--- src/rtl/fetch_queue_unit_pkg.sv ---
// ============================================================================
// Module : fetch_queue_unit_pkg
// Brief  : Opcode constants, immediate helpers and FSM encodings for fetch.
// Rev    : 1.0  initial release
// ============================================================================
`default_nettype none

package fetch_queue_unit_pkg;

  localparam int OPTYPE_MSB = 6;
  localparam int OPTYPE_LSB = 0;
  localparam int OPTYPE_W   = OPTYPE_MSB - OPTYPE_LSB + 1;

  localparam logic [OPTYPE_W-1:0] OP_JAL  = 7'b1101111;
  localparam logic [OPTYPE_W-1:0] OP_JALR = 7'b1100111;
  localparam logic [OPTYPE_W-1:0] OP_BR   = 7'b1100011;

  typedef enum logic [1:0] {
    ST_IDLE     = 2'd0,
    ST_WAIT_MEM = 2'd1,
    ST_DISCARD  = 2'd2
  } fetch_state_e;

  function automatic logic [31:0] j_imm(input logic [31:0] inst);
    return {{11{inst[31]}}, inst[31], inst[19:12], inst[20], inst[30:21], 1'b0};
  endfunction

  function automatic logic [31:0] b_imm(input logic [31:0] inst);
    return {{19{inst[31]}}, inst[31], inst[7], inst[30:25], inst[11:8], 1'b0};
  endfunction

endpackage

`default_nettype wire

--- src/rtl/fetch_queue_unit_inst_queue.sv ---
// ============================================================================
// Module : inst_queue
// Brief  : Power-of-two ring FIFO with flush, full flag and occupancy count.
// Rev    : 1.0  initial release
// ============================================================================
`default_nettype none

module inst_queue #(
  parameter int DEPTH = 4,
  parameter int WIDTH = 65,
  parameter int CNT_W = $clog2(DEPTH + 1)
) (
  input  logic             clk_in,
  input  logic             rst_in,
  input  logic             i_en,
  input  logic             i_flush,
  input  logic             i_push,
  input  logic [WIDTH-1:0] i_data,
  input  logic             i_pop,
  output logic [WIDTH-1:0] o_head,
  output logic             o_full,
  output logic [CNT_W-1:0] o_count
);

  localparam int PTR_W = $clog2(DEPTH);

  logic [WIDTH-1:0] r_mem [DEPTH];
  logic [PTR_W-1:0] r_head;
  logic [PTR_W-1:0] r_tail;
  logic [CNT_W-1:0] r_count;
  logic             w_do_push;
  logic             w_do_pop;

  assign o_full    = (r_count == CNT_W'(DEPTH));
  assign o_count   = r_count;
  // A pop never frees space for a push in the same cycle.
  assign w_do_push = i_en && !i_flush && i_push && !o_full;
  assign w_do_pop  = i_en && !i_flush && i_pop && (r_count != '0);
  assign o_head    = (r_count != '0) ? r_mem[r_head] : '0;

  always_ff @(posedge clk_in) begin
    if (w_do_push) r_mem[r_tail] <= i_data;
  end

  always_ff @(posedge clk_in or negedge rst_in) begin
    if (!rst_in) begin
      r_head  <= '0;
      r_tail  <= '0;
      r_count <= '0;
    end else if (i_en) begin
      if (i_flush) begin
        r_head  <= '0;
        r_tail  <= '0;
        r_count <= '0;
      end else begin
        if (w_do_push) r_tail <= r_tail + PTR_W'(1);
        if (w_do_pop)  r_head <= r_head + PTR_W'(1);
        if (w_do_push && !w_do_pop)      r_count <= r_count + CNT_W'(1);
        else if (w_do_pop && !w_do_push) r_count <= r_count - CNT_W'(1);
      end
    end
  end

endmodule

`default_nettype wire

--- src/rtl/fetch_queue_unit.sv ---
// ============================================================================
// Module : fetch_queue_unit
// Brief  : Queued instruction fetch (I-cache hit / memory miss, JAL/BR predict).
//          Optional FETCH_STATS_EN adds stat_hits/stat_misses/stat_flushes.
// Rev    : 1.0  initial release
// ============================================================================
`default_nettype none

module fetch_queue_unit
  import fetch_queue_unit_pkg::*;
#(
  parameter int                ADDR_W   = 32,
  parameter int                INST_W   = 32,
  parameter int                IQ_DEPTH = 4,
  parameter logic [ADDR_W-1:0] RESET_PC = '0
) (
  input  logic              clk_in,
  input  logic              rst_in,
  input  logic              rdy_in,
  input  logic              clr_in,
  input  logic [ADDR_W-1:0] rob_to_if_alter_pc,
  output logic              if_to_mc_ready,
  output logic [ADDR_W-1:0] if_to_mc_PC,
  input  logic              mc_to_if_ready,
  input  logic [INST_W-1:0] mc_to_if_inst,
  output logic [ADDR_W-1:0] if_to_ic_inst_addr,
  input  logic              ic_to_if_hit,
  input  logic [INST_W-1:0] ic_to_if_hit_inst,
  output logic              if_to_ic_inst_valid,
  output logic [ADDR_W-1:0] if_to_ic_fill_addr,
  output logic [INST_W-1:0] if_to_ic_inst,
  output logic [ADDR_W-1:0] if_to_pr_PC,
  input  logic              pr_to_if_prediction,
`ifdef FETCH_STATS_EN
  output logic [31:0]       stat_hits,
  output logic [31:0]       stat_misses,
  output logic [31:0]       stat_flushes,
`endif
  output logic              if_to_dc_ready,
  input  logic              dc_to_if_accept,
  output logic [INST_W-1:0] if_to_dc_inst,
  output logic [ADDR_W-1:0] if_to_dc_PC,
  output logic              if_to_dc_pred_br
);

  localparam int ENT_W = INST_W + ADDR_W + 1;
  localparam int CNT_W = $clog2(IQ_DEPTH + 1);

  fetch_state_e      r_state, w_state_nxt;
  logic [ADDR_W-1:0] r_pc, w_pc_nxt;
  logic              r_req, w_req_nxt;
  logic [ADDR_W-1:0] r_req_pc, w_req_pc_nxt;
  logic              w_push, w_fill, w_hit_push, w_miss;
  logic [INST_W-1:0] w_inst;
  logic [31:0]       w_imm;
  logic              w_taken;
  logic [ADDR_W-1:0] w_npc;
  logic              w_full;
  logic [CNT_W-1:0]  w_count;
  logic [ENT_W-1:0]  w_head;

  // Only the memory response is consumed in WAIT_MEM; otherwise the hit path.
  assign w_inst = (r_state == ST_WAIT_MEM) ? mc_to_if_inst : ic_to_if_hit_inst;

  always_comb begin
    w_imm   = '0;
    w_taken = 1'b0;
    case (w_inst[OPTYPE_MSB:OPTYPE_LSB])
      OP_JAL:  begin w_imm = j_imm(w_inst[31:0]); w_taken = 1'b1; end
      OP_BR:   begin w_imm = b_imm(w_inst[31:0]); w_taken = pr_to_if_prediction; end
      OP_JALR: w_taken = 1'b0;
      default: w_taken = 1'b0;
    endcase
  end

  assign w_npc = w_taken ? r_pc + ADDR_W'($signed(w_imm)) : r_pc + ADDR_W'(4);

  always_comb begin
    w_state_nxt  = r_state;
    w_pc_nxt     = r_pc;
    w_req_nxt    = r_req;
    w_req_pc_nxt = r_req_pc;
    w_push       = 1'b0;
    w_fill       = 1'b0;
    w_hit_push   = 1'b0;
    w_miss       = 1'b0;
    if (clr_in) begin
      w_pc_nxt = rob_to_if_alter_pc;
      if (r_state != ST_IDLE) begin
        if (mc_to_if_ready) begin
          w_state_nxt = ST_IDLE;
          w_req_nxt   = 1'b0;
        end else begin
          w_state_nxt = ST_DISCARD;
        end
      end
    end else begin
      case (r_state)
        ST_IDLE: if (!w_full) begin
          if (ic_to_if_hit) begin
            w_push     = 1'b1;
            w_hit_push = 1'b1;
            w_pc_nxt   = w_npc;
          end else begin
            w_req_nxt    = 1'b1;
            w_req_pc_nxt = r_pc;
            w_miss       = 1'b1;
            w_state_nxt  = ST_WAIT_MEM;
          end
        end
        ST_WAIT_MEM: if (mc_to_if_ready) begin
          w_push      = 1'b1;
          w_fill      = 1'b1;
          w_pc_nxt    = w_npc;
          w_req_nxt   = 1'b0;
          w_state_nxt = ST_IDLE;
        end
        ST_DISCARD: if (mc_to_if_ready) begin
          w_req_nxt   = 1'b0;
          w_state_nxt = ST_IDLE;
        end
        default: w_state_nxt = ST_IDLE;
      endcase
    end
  end

  always_ff @(posedge clk_in or negedge rst_in) begin
    if (!rst_in) begin
      r_state  <= ST_IDLE;
      r_pc     <= RESET_PC;
      r_req    <= 1'b0;
      r_req_pc <= RESET_PC;
    end else if (rdy_in) begin
      r_state  <= w_state_nxt;
      r_pc     <= w_pc_nxt;
      r_req    <= w_req_nxt;
      r_req_pc <= w_req_pc_nxt;
    end
  end

  inst_queue #(
    .DEPTH (IQ_DEPTH),
    .WIDTH (ENT_W),
    .CNT_W (CNT_W)
  ) u_queue (
    .clk_in  (clk_in),
    .rst_in  (rst_in),
    .i_en    (rdy_in),
    .i_flush (clr_in),
    .i_push  (w_push),
    .i_data  ({w_inst, r_pc, w_taken}),
    .i_pop   (if_to_dc_ready && dc_to_if_accept),
    .o_head  (w_head),
    .o_full  (w_full),
    .o_count (w_count)
  );

  assign if_to_mc_ready      = r_req;
  assign if_to_mc_PC         = r_req_pc;
  assign if_to_ic_inst_addr  = r_pc;
  assign if_to_pr_PC         = r_pc;
  assign if_to_ic_inst_valid = w_fill && rdy_in;
  assign if_to_ic_fill_addr  = r_pc;
  assign if_to_ic_inst       = if_to_ic_inst_valid ? mc_to_if_inst : '0;
  assign if_to_dc_ready      = (w_count != '0);
  assign {if_to_dc_inst, if_to_dc_PC, if_to_dc_pred_br} = w_head;

`ifdef FETCH_STATS_EN
  always_ff @(posedge clk_in or negedge rst_in) begin
    if (!rst_in) begin
      stat_hits    <= '0;
      stat_misses  <= '0;
      stat_flushes <= '0;
    end else if (rdy_in) begin
      if (w_hit_push) stat_hits    <= stat_hits + 32'd1;
      if (w_miss)     stat_misses  <= stat_misses + 32'd1;
      if (clr_in)     stat_flushes <= stat_flushes + 32'd1;
    end
  end
`endif

endmodule

`default_nettype wire

--- config.mk ---
export PLATFORM = sky130hd
export DESIGN_NAME = fetch_queue_unit
export DESIGN_NICKNAME = d
export VERILOG_FILES = /design/src/rtl/fetch_queue_unit_pkg.sv /design/src/rtl/fetch_queue_unit_inst_queue.sv /design/src/rtl/fetch_queue_unit.sv
export SDC_FILE = /design/constraint.sdc
export NUM_CORES = 1
export LEC_CHECK = 0
export BUFFER_PORTS_ARGS = -buffer_cell sky130_fd_sc_hd__buf_2
export CELL_PAD_IN_SITES_DETAIL_PLACEMENT = 2
export CELL_PAD_IN_SITES_GLOBAL_PLACEMENT = 2
export CORE_MARGIN = 5
export CORE_UTILIZATION = 41
export DETAILED_ROUTE_END_ITERATION = 8
export PLACE_DENSITY = 0.95
export RECOVER_POWER = 50
export SKIP_LAST_GASP = 1
export SYNTH_ARGS = -nofsm -noshare
export SYNTH_HDL_FRONTEND = slang
export SYNTH_HIERARCHICAL = 1
export SYNTH_SLANG_ARGS = --single-unit
--- constraint.sdc ---
create_clock -name clk_in -period 7.7 [get_ports clk_in]
set_input_delay 1.54 -clock clk_in [delete_from_list [all_inputs] [get_ports clk_in]]
set_output_delay 1.54 -clock clk_in [all_outputs]
set_load 0.05 [all_outputs]
# Word-level counts from Yosys, hierarchy flattened
# Memory sizes are Yosys's and may differ from the RTL's.
# Cells that the tools add are included.
# op_classes
add_sub_neg,6
eq_ne,11
muxes,40
bitwise_logic,3
n_reduce_logical,29
# op_table
cell,n
$mux 32,7
$pmux 32 s2,2
$mux 65,1
$add 32x3->32 const B,1
$add 32x32->32,1
$mux 2,10
$reduce_and 5->1,4
$eq 7x7->1 const B,2
$mux 1,13
$ne 3x3->1 const B,4
$reduce_bool 3->1,4
$logic_and 1x1->1,9
$mux 3,3
$pmux 1 s2,3
$reduce_and 2->1,3
$reduce_bool 2->1,3
$add 2x1->2 const B,2
$logic_not 1->1,4
$pmux 2 s2,1
$add 3x1->3 const B,1
$eq 3x3->1 const B,1
$ne 3x1->1 const B,1
$not 1->1,3
$sub 3x1->3 const B,1
5 further kinds,5
# word_totals
register_bits,74
ramBits,260
input_bits,104
out_inout_bits,228
word_cells,97
memories,1
# memory_table
name,depth,width,read_ports,rd_clocked_by_memory_dff,write_ports,line_no,text
u_queue.r_mem,4,65,1,0,1,fetch_queue_unit_inst_queue.sv:27,logic [WIDTH-1:0] r_mem [DEPTH];

# Depth between registers and ports, before layout
# Gate-level depths: netlist (run 1).
# logic_depth
ltp_word,11
depth_mapped,21
mapped_depth_nobuf,19

# By module
# Netlist (run 1), hierarchy kept.
# modules_own_cells
mod,n_inst,cells_each,area_each_um2,seq_area_each_um2
inst_queue,1,463,10296.1,7982.7
fetch_queue_unit,1,801,6606.3,1676.6

# Worst setup path before layout (run 1)
# Ideal clock, no wire load.
# synth_timing
path_kind,input-to-output
from,in rdy_in
to,out if_to_ic_inst[22]
arrival_time_ns,3.197
required_ns,6.160
setup_slack_ns,2.963
path_stages,5
path_buffers,2
path_cell_list,clkbuf_1 -> nand2_1 -> nor2_1 -> clkbuf_1 -> and2_1
# synth_via
elab_chain_len,2
# synth_lines
item,line_no,text
"start, declared",fetch_queue_unit.sv:19,"input logic rdy_in,"
$logic_and 1x1->1,fetch_queue_unit.sv:162,assign if_to_ic_inst_valid = w_fill && rdy_in;
named net if_to_ic_inst_valid,fetch_queue_unit.sv:29,"output logic if_to_ic_inst_valid,"
$mux 32,fetch_queue_unit.sv:164,assign if_to_ic_inst = if_to_ic_inst_valid ? mc_to_if_inst : '0;
"end, declared",fetch_queue_unit.sv:31,"output logic [INST_W-1:0] if_to_ic_inst,"
# The timed path passes the listed nets, and every way through them passes these cells.

# Worst setup path in the final report (run 1)
# layout_timing
from,reg r_state[1]
to,reg r_pc[30] (netlist: if_to_ic_fill_addr[30])
# layout_via
elab_chain_len,10
elab_cells_between_ends,19
classes_between,1 x add/sub; 6 x eq/ne; 9 x mux; 3 x reduce/logical
# layout_lines
item,line_no,text
"start, declared",fetch_queue_unit.sv:49,"fetch_state_e r_state, w_state_nxt;"
"start signal, assigned",fetch_queue_unit.sv:134,r_state <= w_state_nxt;
$eq 2x1->1 (*),fetch_queue_unit.sv:63,assign w_inst = (r_state == ST_WAIT_MEM) ? mc_to_if_inst : ic_to_if_hit_inst;
$mux 32 (*),fetch_queue_unit.sv:63,
named net w_inst[3],fetch_queue_unit.sv:54,logic [INST_W-1:0] w_inst;
$eq 7x7->1,fetch_queue_unit.sv:68,case (w_inst[OPTYPE_MSB:OPTYPE_LSB])
$pmux 32 s2,fetch_queue_unit.sv:68,
$add 32x32->32,fetch_queue_unit.sv:76,assign w_npc = w_taken ? r_pc + ADDR_W'($signed(w_imm)) : r_pc + ADDR_W'(4);
$mux 32 (*),fetch_queue_unit.sv:76,
$mux 32,fetch_queue_unit.sv:100,if (ic_to_if_hit) begin
$mux 32,fetch_queue_unit.sv:99,ST_IDLE: if (!w_full) begin
$pmux 32 s2 (*),fetch_queue_unit.sv:98,case (r_state)
$mux 32 (*),fetch_queue_unit.sv:87,if (clr_in) begin
"end signal, assigned",fetch_queue_unit.sv:135,r_pc <= w_pc_nxt;
"end, declared",fetch_queue_unit.sv:50,"logic [ADDR_W-1:0] r_pc, w_pc_nxt;"
# Mark *: on every way through the listed nets, which the timed path passes. The rest lies on a longest branch. The select of a mux whose other input is x is not followed.
# A chain may end at the register's enable or synchronous reset.

==> flow_metrics.py, run 1 <==
metrics = {
    "worst_hold_path": {
        "hp-start": "if_to_mc_PC[21]",
        "whs_path_depth": 1,
        "min_to": "if_to_mc_PC[21]",
        "min_path_type": "flip-flop to flip-flop",
    },
    "sta": {
        "setup_viol": 0,
        "grt_setup_unrepaired": "no",
        "max_freq_mhz": 168,
        "slew_headroom_pct": -125,
        "finClkSkew_ns": 0.0167,
        "slew_viol_final": 72,
        "worst_hold_slack_ns": 0.478,
        "timing.final.crit_share_pct": 77.4,
        "worst_pin_slew_ns": 3.38,
        "hold_viol": 0,
        "tns_ns": 0,
        "min_period_ns": 5.96,
    },
    "route": {
        "ant_nets": 0,
        "vias_per_cell": 5.90,
        "wl_mm": 64.3,
        "num_vias": 12347,
        "firstDrtPassIters": 5,
        "route.detailed.drc": 0,
        "drtIter0Drc": 851,
        "wl_per_cell_um": 30.7,
    },
    "setup_path": {
        "critPathArrivalTime_ns": 6.40,
        "path_max_fanout": 29,
        "worstRegToRegCells": 17,
        "r2r-start": "r_state[1]",
        "start_kind": "flip-flop",
        "r2r_end": "if_to_ic_fill_addr[30]",
        "path_class": "flip-flop to flip-flop",
        "crit_required_ns": 8.14,
        "reg2reg_slack_ns": 1.74,
        "endpoint_kind": "flip-flop",
    },
    "global_routing": {
        "grt-ovfl-total": 0,
        "grt_max_degree": 70,
        "grt_pass1_wl_mm": 94.0,
        "grt_pass1_vias": 13685,
        "antenna_found_initial": 5,
        "grtUsageTotal_pct": 27.9,
    },
    "power_and_ir_drop": {
        "leakagePower_nw": 7.56,
        "peakVddDrop_mv": 0.337,
        "p_per_area_mw_per_mm2": 441,
        "fin_total_pwr_mw": 8.75,
    },
    "synth": {
        "synth_nets": 1407,
        "synth_cell_types": 75,
        "async_flop_share_pct": 22.2,
        "synth_edf_count": 260,
        "syn-cell-area_mm2": 0.0169,
        "ys_seq_area_share_pct": 57.1,
        "synth_top_area_share_pct": 46.2,
        "synth-warning-count": 6,
        "synth.largest_area_cell": "edfxtp_1",
        "synth_common_cells": "edfxtp_1 (260), and2_1 (105), a21oi_1 (77), dfrtp_1 (74), nand2_1 (69)",
        "syn_inst": 1264,
        "synth_most_common_cell": "edfxtp_1",
        "synthFlopType": "edfxtp_1",
        "ys_top_cells_by_area": "edfxtp_1 (46%), dfrtp_1 (11%), mux4_2 (8.7%), and2_1 (3.9%), buf_4 (2.9%)",
        "ys_ff_latch": 334,
        "postSynthAreaPerCell_um2": 13.4,
    },
    "floorplan": {
        "die_h_um": 213,
        "die-area_mm2": 0.0454,
        "die_x_um": 213,
        "num_io_pins": 332,
        "rows": 74,
        "start_util_pct": 41.4,
        "core-area_mm2": 0.0408,
    },
    "cells_and_area": {
        "final_net_count": 1665,
        "nFillCells": 4035,
        "final_util_pct": 48.6,
        "area_growth_pct": 17.3,
        "fin_area_mm2": 0.0198,
        "drive_gt1_share_pct": 27.1,
    },
    "cts": {
        "cts_hold_buf": 0,
        "clock-root-buffer": "clkbuf_16",
        "clk_latency_ns": 0.57,
        "postCtsResizedCells": 0,
        "cts.clk_slew.worst_paths_ns": 0.07,
        "postCtsSetupBuffers": 0,
        "clockBufferDepth": 3,
        "cts_tree": "done",
        "cts_sinks": 334,
        "htreeDepth": 2,
        "cts_made_buffers": 39,
    },
    "status": {
        "violations": "max-capacitance violations, max-slew violations",
        "status": "finished, violations left",
    },
    "job": {
        "maxCapViolations": 2,
    },
    "placement": {
        "dp_hpwl_mm": 42.4,
        "placed_area_mm2": 0.0186,
        "port_buffers": 331,
        "place_congestion": 0.837,
    },
}
-- stage by stage --
step                cells  setup slack, ns
global placement     2013             2.17
finish               2091             1.74
detailed placement   2013             1.86
floorplan            1264             2.96
CTS                  2085             2.05
global route         2089             1.49
-- state kept, by name, summed over array words and instances (netlist names) --
name                flops
if_to_ic_fill_addr     32
if_to_mc_PC            32
if_to_mc_ready          1
r_state                 2
u_queue/o_count         3
u_queue/r_head          2
u_queue/r_mem         260
u_queue/r_tail          2
-- final cells by class --
type / count / area (um2) / share of cell area [%]
diodes: 6 / 15.0 / 0.0757
clock buffers: 53 / 1120 / 5.65
clock inverters: 19 / 240 / 1.21
inverters: 25 / 93.8 / 0.473
multi-input cells: 779 / 6400 / 32.3
flip-flops and latches: 334 / 9660 / 48.7
well taps: 532 / 666 / 3.36
repair buffers: 343 / 1630 / 8.23
-- worst max-delay path by stage --
stage                                 from                      to  slack [ns]
final                           r_state[1]  if_to_ic_fill_addr[30]        1.74
after global routing            r_state[1]  if_to_ic_fill_addr[29]        1.49
after CTS                       r_state[1]  if_to_ic_fill_addr[30]        2.05
after detailed placement  mc_to_if_inst[4]  if_to_ic_fill_addr[29]        1.86
after global placement    mc_to_if_inst[4]  if_to_ic_fill_addr[29]        2.17
after floorplan                     rdy_in       if_to_ic_inst[22]        2.96
-- critical path, cell delays in order, from the launching register on --
cell	delay, ns
dfrtp_1	0.39
inv_1	0.09
ha_1	0.55
buf_4	0.50
mux2_1	0.48
nor2_2	0.36
o21ai_1	0.31
nor2b_1	0.99
ha_1	0.53
nand4_1	0.23
nor2_1	0.07
o2bb2ai_1	0.15
nor3_1	0.20
a21oi_1	0.16
o41ai_2	0.39
o21ai_1	0.13
xnor2_1	0.17
a21oi_1	0.09
-- cell usage in the layout (no fill, tap or decap), types with 15 or more instances in the layout --
master	count
clkbuf_1	93
inv_1	24
clkbuf_16	41
a211oi_1	15
mux4_2	65
a21oi_1	77
buf_2	248
xnor2_1	25
edfxtp_1	260
nand2_1	69
nor2_1	56
and2_1	100
nand3_1	22
o21ai_1	28
ha_1	37
dfrtp_1	72
o21ai_0	25
mux2_1	60
xor2_1	23
-- where the power goes --
part           total (mW)  leakage (nW)  switching, mW  internal [mW]
registers            2.79          3.24          0.519           2.27
logic                3.96          3.65           2.97          0.982
clock network        2.00         0.663          0.806           1.20
total                8.75          7.56           4.30           4.45
-- layer usage --
metal  wire (um)  global-route usage [%]
met1       24000                    33.9
met4        2370                    10.4
met2       33400                    49.3
met5           0                       0
met3        4450                    5.44
-- logic make-up (layout without fill, tap and decap cells) --
logic type                 count (synthesis)  after routing  synth area share, %
AOI/OAI and AO/OA                        231            231                 9.00
DFF                                      334            334                 57.1
muxes                                    135            135                 13.3
adders and majority gates                 39             39                 2.98
xor gates and xnor gates                  48             48                 2.49
other                                      0              6                    0
and+or+nand+nor                          326            326                 10.1
buffers and inverters                    151            440                 4.97
Note: power is estimated with default switching activity, not from simulation.
==> inputs of run 2 (changes only) <==
Settings changed: CORE_UTILIZATION 41 to 38, PLACE_DENSITY 0.95 to 0.9.
Clock period 7.7 ns to 5.5 ns, I/O delays scaled along.
==> flow_metrics.py, run 2 (same netlist as run 1, synthesis figures left out) <==
metrics = {
    "power_and_ir_drop": {
        "fin_total_pwr_mw": 11.9,
        "leakagePower_nw": 7.45,
        "p_per_area_mw_per_mm2": 602,
        "peakVddDrop_mv": 0.574,
    },
    "cells_and_area": {
        "largest-register": "u_queue/r_mem",
        "final_cell_mix": "edfxtp_1 (260), buf_2 (226), clkbuf_1 (123)",
        "mostFrequentLayoutCell": "edfxtp_1",
        "stdcell_count": 2150,
        "drive_gt1_share_pct": 25.2,
        "final_net_count": 1670,
        "largest_register_ffs": 260,
        "area_growth_pct": 17.2,
        "fin_area_mm2": 0.0198,
    },
    "status": {
        "status": "finished, violations left",
        "violations": "max-capacitance violations, max-slew violations",
    },
    "route": {
        "wl_mm": 60.1,
        "wl_per_cell_um": 28.0,
        "num_vias": 11989,
        "firstDrtPassIters": 5,
        "route.detailed.drc": 0,
        "drtIter0Drc": 815,
        "ant_nets": 0,
        "vias_per_cell": 5.58,
    },
    "cts": {
        "cts_sinks": 334,
        "postCtsResizedCells": 0,
        "cts_tree": "done",
        "cts.clk_slew.worst_paths_ns": 0.06,
        "clockBufferDepth": 3,
        "clock-root-buffer": "clkbuf_16",
        "cts_made_buffers": 38,
        "clk_latency_ns": 0.55,
        "postCtsSetupBuffers": 0,
        "htreeDepth": 2,
        "cts_hold_buf": 0,
    },
    "setup_path": {
        "path_class": "input port to flip-flop",
        "path_buf_inv": 4,
        "path_cells": "clkbuf_1 -> inv_1 -> clkbuf_1 -> nand2_1 -> nor4b_1 -> clkbuf_1 -> mux2_1",
        "critPathMaxStageDelay_ns": 1.82,
        "endpoint_kind": "flip-flop",
        "cp_top_family": "buffers and inverters",
        "start_kind": "input port",
        "critPathArrivalTime_ns": 5.42,
        "crit_top_cell": "clkbuf_1",
        "crit_slowest_cell": "clkbuf_1",
        "path_max_fanout": 33,
        "crit_required_ns": 5.91,
    },
    "placement": {
        "dp_hpwl_mm": 41.4,
        "placedCellCount": 2079,
        "port_buffers": 331,
        "place_congestion": 0.844,
        "placed_area_mm2": 0.0187,
    },
    "global_routing": {
        "grtUsageTotal_pct": 23.9,
        "grt-ovfl-total": 0,
        "grt_max_degree": 66,
        "grt_pass1_vias": 13454,
        "antenna_found_initial": 5,
        "grt_pass1_wl_mm": 90.3,
    },
    "sta": {
        "finClkSkew_ns": 0.0227,
        "grt_setup_unrepaired": "no",
        "worst_hold_slack_ns": 0.484,
        "worst_pin_slew_ns": 2.73,
        "timing.final.crit_share_pct": 91.0,
        "max_freq_mhz": 200,
        "slew_headroom_pct": -81.8,
        "slew_viol_final": 121,
        "hold_viol": 0,
        "setup_viol": 0,
        "min_period_ns": 5.01,
        "tns_ns": 0,
    },
    "floorplan": {
        "core-area_mm2": 0.0441,
        "num_io_pins": 332,
        "die_h_um": 221,
        "die-area_mm2": 0.0488,
        "rows": 77,
        "die_x_um": 221,
        "start_util_pct": 38.3,
    },
    "job": {
        "maxCapViolations": 3,
    },
    "worst_hold_path": {
        "min_path_type": "flip-flop to flip-flop",
    },
}
run 2: worst paths after layout:
| check | start | end | slack [ns] | depth (start not counted) |
|---|---|---|---|---|
| max reg2reg | r_state[1] | if_to_ic_fill_addr[29] | 0.53 | 16 |
| max in group asynchronous | rst_in | if_to_ic_fill_addr[30] | 1.85 | 2 |
| min reg2reg | if_to_mc_PC[13] | if_to_mc_PC[13] | 0.48 | 1 |
| min | if_to_mc_PC[13] | if_to_mc_PC[13] | 0.48 | 1 |
| min in group asynchronous | rst_in | if_to_mc_PC[8] | 1.41 | 1 |
| max | clr_in | if_to_mc_PC[15] | 0.49 | 7 |
run 2: metrics by stage:
| step | utilization [%] | setup WS (ns) |
|---|---|---|
| global placement | 42.5 | 0.738 |
| global route | 44.9 | 0.305 |
| finish | 44.9 | 0.493 |
| floorplan | - | 1.23 |
| detailed placement | 42.5 | 0.499 |
| CTS | 45.2 | 0.608 |
run 2: area by class of cell:
| cell class | count | area, um2 |
|---|---|---|
| Clock buffer | 59 | 1130 |
| Antenna cell | 3 | 7.51 |
| Sequential cell | 334 | 9670 |
| Timing Repair Buffer | 349 | 1660 |
| Multi-Input combinational cell | 779 | 6420 |
| Inverter | 25 | 93.8 |
| Clock inverter | 9 | 90.1 |
| Fill cell | 4465 | 24300 |
| Tap cell | 592 | 741 |
run 2: where the power goes:
group          switching [mW]  internal, mW  total (mW)
sequential              0.660          3.18        3.84
combinational            4.18          1.37        5.55
clock                    1.02          1.51        2.52
run 2: layer usage:
layer / vias up / global-route usage [%] / wire length [um]
met5: - / 0 / 0
met4: 0 / 7.14 / 1680
met3: 91 / 3.98 / 3070
met2: 434 / 42.5 / 30900
met1: 6247 / 30.2 / 24500
li1: 5217 / - / -
